**src/rtl/ofifo_drain_ctrl_pkg.sv**
```systemverilog
`default_nettype none
// ============================================================================
// Module      : ofifo_drain_ctrl_pkg
// Description : Shared constants and state encoding for the ofifo drain
//               controller and any core controller that sequences it.
// Revision    : 1.0 - initial release
// ============================================================================
package ofifo_drain_ctrl_pkg;

    // Default widths: psum SRAM address and drained-row count.
    localparam int c_DEF_ADDR_W = 11;
    localparam int c_DEF_CNT_W  = 12;
    localparam int c_STATE_W    = 3;

    // Drain sequencer states.
    typedef enum logic [c_STATE_W-1:0] {
        S_IDLE  = 3'd0,
        S_POP   = 3'd1,
        S_GAP   = 3'd2,
        S_FLUSH = 3'd3,
        S_FIN   = 3'd4
    } state_t;

endpackage : ofifo_drain_ctrl_pkg
`default_nettype wire

```
**src/rtl/drain_addr_gen.sv**
```systemverilog
`default_nettype none
// ============================================================================
// Module      : drain_addr_gen
// Description : psum SRAM write-address generator. Loads the base address at
//               job start, then produces base + rows_written (mod 2^ADDR_W)
//               one cycle after each ofifo read, aligned with the write strobe.
// Revision    : 1.0 - initial release
// ============================================================================
module drain_addr_gen #(
    parameter int ADDR_W = 11,
    parameter int CNT_W  = 12
) (
    input  logic              clk,
    input  logic              reset,
    input  logic              load,
    input  logic [ADDR_W-1:0] base_addr,
    input  logic              inc,
    output logic [ADDR_W-1:0] addr
);

    logic [ADDR_W-1:0] r_base;
    logic [CNT_W-1:0]  r_written;
    logic [ADDR_W-1:0] r_addr;

    // Base/row-counter load on start; each read registers the next address.
    always_ff @(posedge clk) begin
        if (reset) begin
            r_base    <= '0;
            r_written <= '0;
            r_addr    <= '0;
        end else if (load) begin
            r_base    <= base_addr;
            r_written <= '0;
        end else if (inc) begin
            // Address arithmetic is ADDR_W wide, so it wraps silently.
            r_addr    <= r_base + ADDR_W'(r_written);
            r_written <= r_written + 1'b1;
        end
    end

    assign addr = r_addr;

endmodule : drain_addr_gen
`default_nettype wire

```
**src/rtl/ofifo_drain_ctrl.sv**
```systemverilog
`default_nettype none
// ============================================================================
// Module      : ofifo_drain_ctrl
// Description : Drains the column-parallel output FIFO after a PE-array pass.
//               Pops one full row every other cycle while all columns are
//               non-empty, issues the matching psum SRAM write one cycle
//               later, and pulses done after the programmed row count or an
//               abort.
// Revision    : 1.0 - initial release
// ============================================================================
module ofifo_drain_ctrl
    import ofifo_drain_ctrl_pkg::*;
#(
    parameter int ADDR_W = c_DEF_ADDR_W,
    parameter int CNT_W  = c_DEF_CNT_W
) (
    input  logic              clk,
    input  logic              reset,
    input  logic              start,
    input  logic              abort,
    input  logic [CNT_W-1:0]  num_rows,
    input  logic [ADDR_W-1:0] base_addr,
    input  logic              ofifo_valid,
    input  logic              ofifo_full,
    output logic              ofifo_rd,
    output logic              sram_wr,
    output logic [ADDR_W-1:0] sram_addr,
    output logic              busy,
    output logic              done,
    output logic              ovf_seen
);

    state_t           r_state;
    state_t           w_state_nxt;
    logic [CNT_W-1:0] r_num_rows;
    logic [CNT_W-1:0] r_issued;
    logic [CNT_W-1:0] w_issued_inc;
    logic             r_sram_wr;
    logic             r_ovf_seen;
    logic             w_start_ok;
    logic             w_rd;
    logic             w_busy;

    assign w_start_ok   = (r_state == S_IDLE) && start;
    assign w_issued_inc = r_issued + 1'b1;
    assign w_busy       = (r_state != S_IDLE);

    // State register.
    always_ff @(posedge clk) begin
        if (reset) begin
            r_state <= S_IDLE;
        end else begin
            r_state <= w_state_nxt;
        end
    end

    // Next-state and read-request decode.
    always_comb begin
        w_state_nxt = r_state;
        w_rd        = 1'b0;
        case (r_state)
            S_IDLE: begin
                if (start) begin
                    w_state_nxt = (num_rows != '0) ? S_POP : S_FIN;
                end
            end
            S_POP: begin
                if (abort) begin
                    // No write can be in flight here: reads only leave POP.
                    w_state_nxt = S_FIN;
                end else if (r_issued >= r_num_rows) begin
                    w_state_nxt = S_FLUSH;
                end else if (ofifo_valid) begin
                    w_rd        = 1'b1;
                    w_state_nxt = (w_issued_inc == r_num_rows) ? S_FLUSH : S_GAP;
                end
            end
            S_GAP: begin
                // Empty flags lag a read by two cycles; this slot prevents an
                // over-read. The write for the previous read retires here.
                w_state_nxt = abort ? S_FIN : S_POP;
            end
            S_FLUSH: begin
                // The final read's write strobe is on the bus this cycle and
                // no further read is issued, so the job can finish next.
                w_state_nxt = S_FIN;
            end
            S_FIN: begin
                w_state_nxt = S_IDLE;
            end
            default: begin
                w_state_nxt = S_IDLE;
            end
        endcase
    end

    // Job parameters, read counter, write strobe pipeline and overflow flag.
    always_ff @(posedge clk) begin
        if (reset) begin
            r_num_rows <= '0;
            r_issued   <= '0;
            r_sram_wr  <= 1'b0;
            r_ovf_seen <= 1'b0;
        end else begin
            r_sram_wr <= w_rd;
            if (w_start_ok) begin
                r_num_rows <= num_rows;
                r_issued   <= '0;
            end else if (w_rd) begin
                r_issued <= w_issued_inc;
            end
            if (w_start_ok) begin
                r_ovf_seen <= 1'b0;
            end else if (w_busy && ofifo_full) begin
                r_ovf_seen <= 1'b1;
            end
        end
    end

    drain_addr_gen #(
        .ADDR_W (ADDR_W),
        .CNT_W  (CNT_W)
    ) u_drain_addr_gen (
        .clk       (clk),
        .reset     (reset),
        .load      (w_start_ok),
        .base_addr (base_addr),
        .inc       (w_rd),
        .addr      (sram_addr)
    );

    assign ofifo_rd = w_rd;
    assign sram_wr  = r_sram_wr;
    assign busy     = w_busy;
    assign done     = (r_state == S_FIN);
    assign ovf_seen = r_ovf_seen;

endmodule : ofifo_drain_ctrl
`default_nettype wire

```
**config.mk**
```make
export PLATFORM = sky130hd
export DESIGN_NAME = ofifo_drain_ctrl
export DESIGN_NICKNAME = d
export VERILOG_FILES = /design/src/rtl/ofifo_drain_ctrl_pkg.sv /design/src/rtl/drain_addr_gen.sv /design/src/rtl/ofifo_drain_ctrl.sv
export SDC_FILE = /design/constraint.sdc
export NUM_CORES = 1
export LEC_CHECK = 0
export ABC_AREA = 1
export BUFFER_PORTS_ARGS = -buffer_cell sky130_fd_sc_hd__buf_4
export CORE_UTILIZATION = 55
export CTS_BUF_LIST = sky130_fd_sc_hd__clkbuf_2
export DETAILED_ROUTE_END_ITERATION = 7
export GPL_TIMING_DRIVEN = 0
export PLACE_DENSITY = 0.82
export SETUP_SLACK_MARGIN = 0.15
export SLEW_MARGIN = 20
export SYNTH_ARGS = -nofsm -noshare
export SYNTH_HDL_FRONTEND = slang
export SYNTH_HIERARCHICAL = 1
export SYNTH_SLANG_ARGS = --single-unit
```
**constraint.sdc**
```tcl
create_clock -name clk -period 2.6 [get_ports clk]
set_clock_uncertainty 0.1 [all_clocks]
set_input_delay 0.65 -clock clk [delete_from_list [all_inputs] [get_ports clk]]
set_output_delay 0.65 -clock clk [all_outputs]
set_load 0.005 [all_outputs]
```
==> run_results.csv, run 1 <==
group,metric,value,unit
outcome,status,"complete, but fails checks",
outcome,violations,"setup timing",
routing,drt_iter0_markers,228,
routing,num_vias,3928,
layout,finalNonFillerCells,715,
critical_path,required,1850,ps
run,drv_cap,0,
clock_network,clkTransAtPathRegs,180,ps
layout,layout.nets,689,
timing,slew_headroom,0.612,
clock_network,htree_levels,3,
synth,syn-num-nets,612,
clock_network,clock-sinks,62,
layout,antenna_cells,0,
worst_hold_path,worstHoldPathType,"in2reg",
synth,ys_seq_elements,62,
routing,via_per_inst,5.49,
global_route,antenna_found_initial,0,
placement,port_buffers,44,
synth,yosys-top-cells-area,"dfxtp_1, nand2_1, ha_1, inv_1, a21oi_1",
die,die_x,84.2,um
synth,synth_top_cell_by_area,"dfxtp_1",
routing,drc,0,
synth,synthCells,558,
global_route,grt_start_max_net_pins,11,
synth,synth_top_area_frac,0.334,
routing,drtAntennaViolNets,0,
power_and_ir_drop,power,2.26,mW
synth,ys_types,33,
die,pin_count,45,
synth,syn_area,3720,um2
clock_network,numCtsBuffers,9,
critical_path,worstPathMaxFanout,8,
die,die_y,84.2,um
synth,synth-main-ff-cell,"dfxtp_1",
die,die_area,7100,um2
critical_path,crit_type,"reg2out",
die,initial_core_util,0.579,
global_route,grt_pass1_vias,3694,
layout,drive_gt1_frac,0.223,
die,core_area,6420,um2
layout,mostFrequentLayoutCells,"nand2_1, inv_1, nor2_1, a21oi_1, buf_4",
clock_network,cts_root_buffer,"clkbuf_2",
placement,gp_congestion,0.946,
synth,synth_edf_count,0,
die,core.rowCount,29,
global_route,gr-total-overflow,0,
clock_network,clkLatencyLatePin,500,ps
global_route,grt_use_total,0.297,
clock_network,ctsHoldBuffers,0,
timing,worstMarginPinSlew,580,ps
routing,wl_per_cell,14.1,um
critical_path,critPathArrivalTime,2200,ps
layout,layout_commonest_cell,"nand2_1",
power_and_ir_drop,cellPowerDensity,492,nW/um2
critical_path,end_kind,"output port",
timing,rsz0062_at_grt,"yes",
timing,fmax,339,MHz
routing,routed_wl,10100,um
timing,setup_ws,-350,ps
synth,avgSynthCellArea,6.67,um2
power_and_ir_drop,p_leak,2.16,nW
timing,fin_crit_sh,1.13,
critical_path,startpoint_type,"register",
timing,hold_viol,0,
global_route,grt_pass1_wl,16800,um
clock_network,clockBufferDepth,2,
synth,synthArstFlopShare,0,
synth,yosys_warnings,6,
power_and_ir_drop,ir_drop,306,uV
clock_network,cts_tree,"yes",
layout,num-fill-cells,529,
layout,syn2layout_area_growth,23.3,%
placement,hpwl,7100,um
routing,firstDrtPassIters,5,
timing,setup_viol,12,
placement,dp.cells,679,
timing,slew_viol_final,0,
synth,seq_area_frac_synth,0.334,
timing,min_period,2950,ps
area by class of cell:
type                       count  area (um2)  area share
inverter                      79         309      0.0674
clock buffer                  11        55.1      0.0120
sequential                    62        1260       0.276
multi-input combinational    404        2220       0.484
clock inverter                 3        13.8     0.00300
timing repair buffer          66         548       0.119
tap                           77        96.3      0.0210
buffer                        13        81.3      0.0177
synth_stat cells (3+ instances only):
cell	n
ha_1	24
nand4_1	10
nor2_1	60
nand3_2	3
o21ai_0	33
dfxtp_1	62
nor4_1	4
clkbuf_1	7
nor2_2	3
nand3_1	43
xor2_1	5
a21oi_1	54
buf_2	5
a211oi_1	5
nor2_4	5
nor3_1	4
nand2_2	4
inv_2	4
nand2_1	132
inv_1	75
through the flow:
stage | hold slack, ps | area, um2 | TNS, ps | setup WS [ps] | util
3_5_place_dp | 354 | 4160 | -3850 | -322 | 0.647
6_report | 274 | 4590 | -1030 | -350 | 0.714
2_1_floorplan | 345 | 3730 | 0 | 166 | -
3_3_place_gp | 354 | 4160 | -2520 | -242 | 0.647
5_1_grt | 237 | 4590 | -2730 | -446 | 0.714
4_1_cts | 256 | 4530 | -589 | -344 | 0.705
path summary, 6_finish.rpt:
check	from	to	slack [ps]	cells past startpoint
worst min-delay path	reset	r_state[0]	270	2
worst max register to register	r_issued[0]	r_state[0]	-200	27
worst max-delay path	r_issued[5]	ofifo_rd	-350	10
worst min register to register	u_drain_addr_gen/addr[0]	u_drain_addr_gen/addr[0]	380	2
routing by layer:
layer  routed length [um]  part of all wire  track usage
met4                  296             0.029        0.111
met5                    0                 0            0
met1                 4230              0.42        0.347
met2                 5010              0.50        0.534
met3                  537             0.053       0.0649
sequential cells by signal, indices dropped and copies added, names as in the netlist:
| name | cells |
|---|---|
| r_num_rows | 12 |
| r_issued | 12 |
| ovf_seen | 1 |
| sram_wr | 1 |
| u_drain_addr_gen/addr | 11 |
| u_drain_addr_gen/r_written | 11 |
| u_drain_addr_gen/r_base | 11 |
| r_state | 3 |
logic make-up after synthesis:
family                     after synthesis  synth area share
AOI/OAI and AO/OA                      102             0.146
adders and majority gates               25            0.0861
buffers and inverters                   92            0.0965
xor gates and xnor gates                 6            0.0141
and+or+nand+nor                        271             0.323
DFF                                     62             0.334
power breakdown:
group	switching (mW)	internal, mW
clock	0.349	0.118
combinational	0.399	0.310
sequential	0.0559	1.03
total	0.804	1.46
worst max-delay path, stage by stage (launching register included):
cell and delay, ps:
dfxtp_2 480, ha_4 240, a21oi_2 150, o21ai_0 80, nand2_1 70, o211ai_1 100
a21oi_2 190, nand3_2 110, buf_6 150, inv_8 50, buf_6 80
repair_timing:
action	4_1_cts	5_1_grt
gates resized for setup	47	20
buffers inserted	19	1
setup endpoints to repair	22	27
pin swaps	18	19
cloned	2	0
Note: power is estimated with default switching activity, not from simulation.
==> inputs of run 2 (changes only) <==
--- a/config.mk
+++ b/config.mk
@@ -12,9 +12,9 @@
 export DETAILED_ROUTE_END_ITERATION = 7
 export GPL_TIMING_DRIVEN = 0
 export PLACE_DENSITY = 0.82
+export RECOVER_POWER = 50
 export SETUP_SLACK_MARGIN = 0.15
 export SLEW_MARGIN = 20
 export SYNTH_ARGS = -nofsm -noshare
 export SYNTH_HDL_FRONTEND = slang
-export SYNTH_HIERARCHICAL = 1
 export SYNTH_SLANG_ARGS = --single-unit
==> run_results.csv, run 2 <==
group,metric,value,unit
outcome,status,"complete, but fails checks",
outcome,violations,"DRC, setup timing",
synth,syn_area,3710,um2
routing,num_vias,3933,
layout,layout.nets,658,
synth,synth_mux_area_frac,0,
die,initial_core_util,0.577,
critical_path,r2r_setup_slack,-360,ps
timing,fmax,324,MHz
clock_network,ctsHoldBuffers,0,
routing,via_per_inst,5.73,
synth,synth_top_cells_by_count,"nand2_1, a21oi_1, dfxtp_1, inv_1, nand3_1",
power_and_ir_drop,cellPowerDensity,514,nW/um2
die,pin_count,45,
global_route,grt_use_total,0.298,
synth,synthCells,530,
timing,hold_viol,0,
synth,ys_types,39,
critical_path,required,1850,ps
layout,drive_gt1_frac,0.215,
timing,min_period,3090,ps
critical_path,r2r-start,"r_issued[0]",
clock_network,htree_levels,3,
timing,slew_headroom,0.570,
critical_path,crit_type,"reg2out",
worst_hold_path,worstHoldStart,"reset",
layout,fin_util,0.710,
layout,mostFrequentLayoutCells,"nand2_1, a21oi_1, inv_1, dfxtp_1, nand3_1",
routing,routed_wl,10500,um
routing,drtAntennaViolNets,0,
synth,ys_seq_elements,62,
global_route,grt_pass1_vias,3642,
timing,setup_ws,-490,ps
clock_network,clockBufferDepth,2,
layout,antenna_cells,0,
timing,setup_viol,2,
synth,seq_area_frac_synth,0.335,
die,die_area,7070,um2
global_route,grt_start_max_net_pins,11,
critical_path,worstPathMaxFanout,2,
clock_network,cts_tree,"yes",
routing,firstDrtPassIters,7,
worst_hold_path,min_to,"r_state[0]",
synth,synth_top_cell_by_area,"dfxtp_1",
critical_path,rr_endpoint,"r_state[0]",
timing,slew_viol_final,0,
clock_network,clkLatencyLatePin,510,ps
synth,yosys-top-cells-area,"dfxtp_1, nand2_1, a21oi_1, ha_1, nand3_1",
synth,synth.most_common_cell,"nand2_1",
power_and_ir_drop,ir_drop,393,uV
placement,gp_congestion,0.887,
synth,synth_compound_area_frac,0.163,
timing,rsz0062_at_grt,"yes",
die,die_x,84.1,um
global_route,grt_pass1_wl,16500,um
layout,layout_commonest_cell,"nand2_1",
critical_path,critPathArrivalTime,2340,ps
timing,worstMarginPinSlew,639,ps
global_route,gr-total-overflow,0,
critical_path,r2r_cells,27,
clock_network,clkTransAtPathRegs,170,ps
routing,wl_per_cell,15.3,um
placement,hpwl,7180,um
synth,yosys_warnings,0,
layout,largestRegisters,"r_issued x12, r_num_rows x12",
worst_hold_path,worstHoldPathType,"in2reg",
routing,drc,4,
clock_network,clock-sinks,62,
routing,drt_iter0_markers,374,
run,drv_cap,0,
power_and_ir_drop,p_leak,1.96,nW
critical_path,end_kind,"output port",
global_route,antenna_found_initial,0,
synth,synth_top_family_by_area,"simple AND/OR/NAND/NOR gates",
timing,fin_crit_sh,1.19,
synth,syn-num-nets,584,
synth,synth_edf_count,0,
die,die_y,84.1,um
layout,syn2layout_area_growth,23.0,%
critical_path,startpoint_type,"register",
die,core_area,6420,um2
clock_network,cts_root_buffer,"clkbuf_2",
clock_network,numCtsBuffers,9,
synth,synthArstFlopShare,0,
synth,synth-main-ff-cell,"dfxtp_1",
synth,synth_fa_ha_area_frac,0.0864,
synth,synth_top_area_frac,0.335,
synth,synth_xor_area_frac,0.0354,
die,core.rowCount,29,
placement,post-place-ws,-327,ps
synth,synth-simple-area-share,0.296,
synth,avgSynthCellArea,6.99,um2
placement,port_buffers,43,
worst_hold_path,min_path_cells,2,
run 2: report_power, final:
group / leakage, nW / switching [mW] / internal [mW] / total, mW
sequential: 0.511 / 0.0533 / 1.02 / 1.07
clock: 0.0705 / 0.373 / 0.215 / 0.588
combinational: 1.38 / 0.394 / 0.289 / 0.683
total: 1.96 / 0.820 / 1.52 / 2.34
run 2: worst max path at each step:
stage           startpoint  slack [ps]       end  cells past startpoint
2_1_floorplan  r_issued[0]         150  ofifo_rd                     12
6_report       r_issued[0]        -490  ofifo_rd                     13
4_1_cts        r_issued[0]        -430  ofifo_rd                     13
3_5_place_dp   r_issued[0]        -330  ofifo_rd                     13
5_1_grt        r_issued[0]        -580  ofifo_rd                     13
3_3_place_gp   r_issued[0]        -300  ofifo_rd                     13
run 2: metal layers:
layer  global-route usage  wire length (um)  up-vias  part of all wire
met3               0.0495               802       31             0.076
li1                     -                 -     1925                 -
met2                0.492              4790      179              0.46
met5                    0                 0        -                 0
met4                0.130               326        0             0.031
met1                0.382              4600     1798              0.44
run 2: cell type report:
class	instances	area, um2
multi-input cells	392	2230
fillers	509	1870
flip-flops and latches	62	1260
repair buffers	63	522
inverters	58	233
plain buffers	18	113
well taps	77	96.3
clock inverters	6	52.6
clock buffers	10	50.0
run 2: critical path, cell delays in order (launching register included):
cell and delay, ps:
dfxtp_4 390, inv_4 40, ha_4 220, inv_2 60, nand2_1 70, a21oi_2 150, nor2_1 60, o21ai_1 160
nand2_2 80, a21boi_4 180, nand3_4 140, clkinv_8 80, buf_12 100, buf_6 90
run 2: per-stage QoR:
| stage | std cells | instance area (um2) | power [mW] | TNS [ps] | hold slack [ps] |
|---|---|---|---|---|---|
| after floorplan | 530 | 3710 | 1.45 | 0 | 342 |
| after global placement | 650 | 4130 | 1.61 | -297 | 354 |
| after detailed placement | 650 | 4130 | 1.63 | -327 | 358 |
| after CTS | 686 | 4450 | 2.26 | -762 | 213 |
| after global routing | 686 | 4560 | 2.44 | -1130 | 192 |
| final | 686 | 4560 | 2.34 | -852 | 220 |
run 2: cell families (layout without fill, tap and decap cells):
logic type | count (synthesis) | after routing
adder cells (fa/ha/maj) | 25 | 25
AND/OR/NAND/NOR | 238 | 238
buffers and inverters | 76 | 155
flip-flops | 62 | 62
AO/OA/AOI/OAI | 114 | 114
XOR/XNOR | 15 | 15
run 2: timing repair:
action	CTS	global route
endpoints found under the setup margin	1	27
cloned	0	0
pin swaps	10	16
setup buffers	20	0
resized for setup	21	34
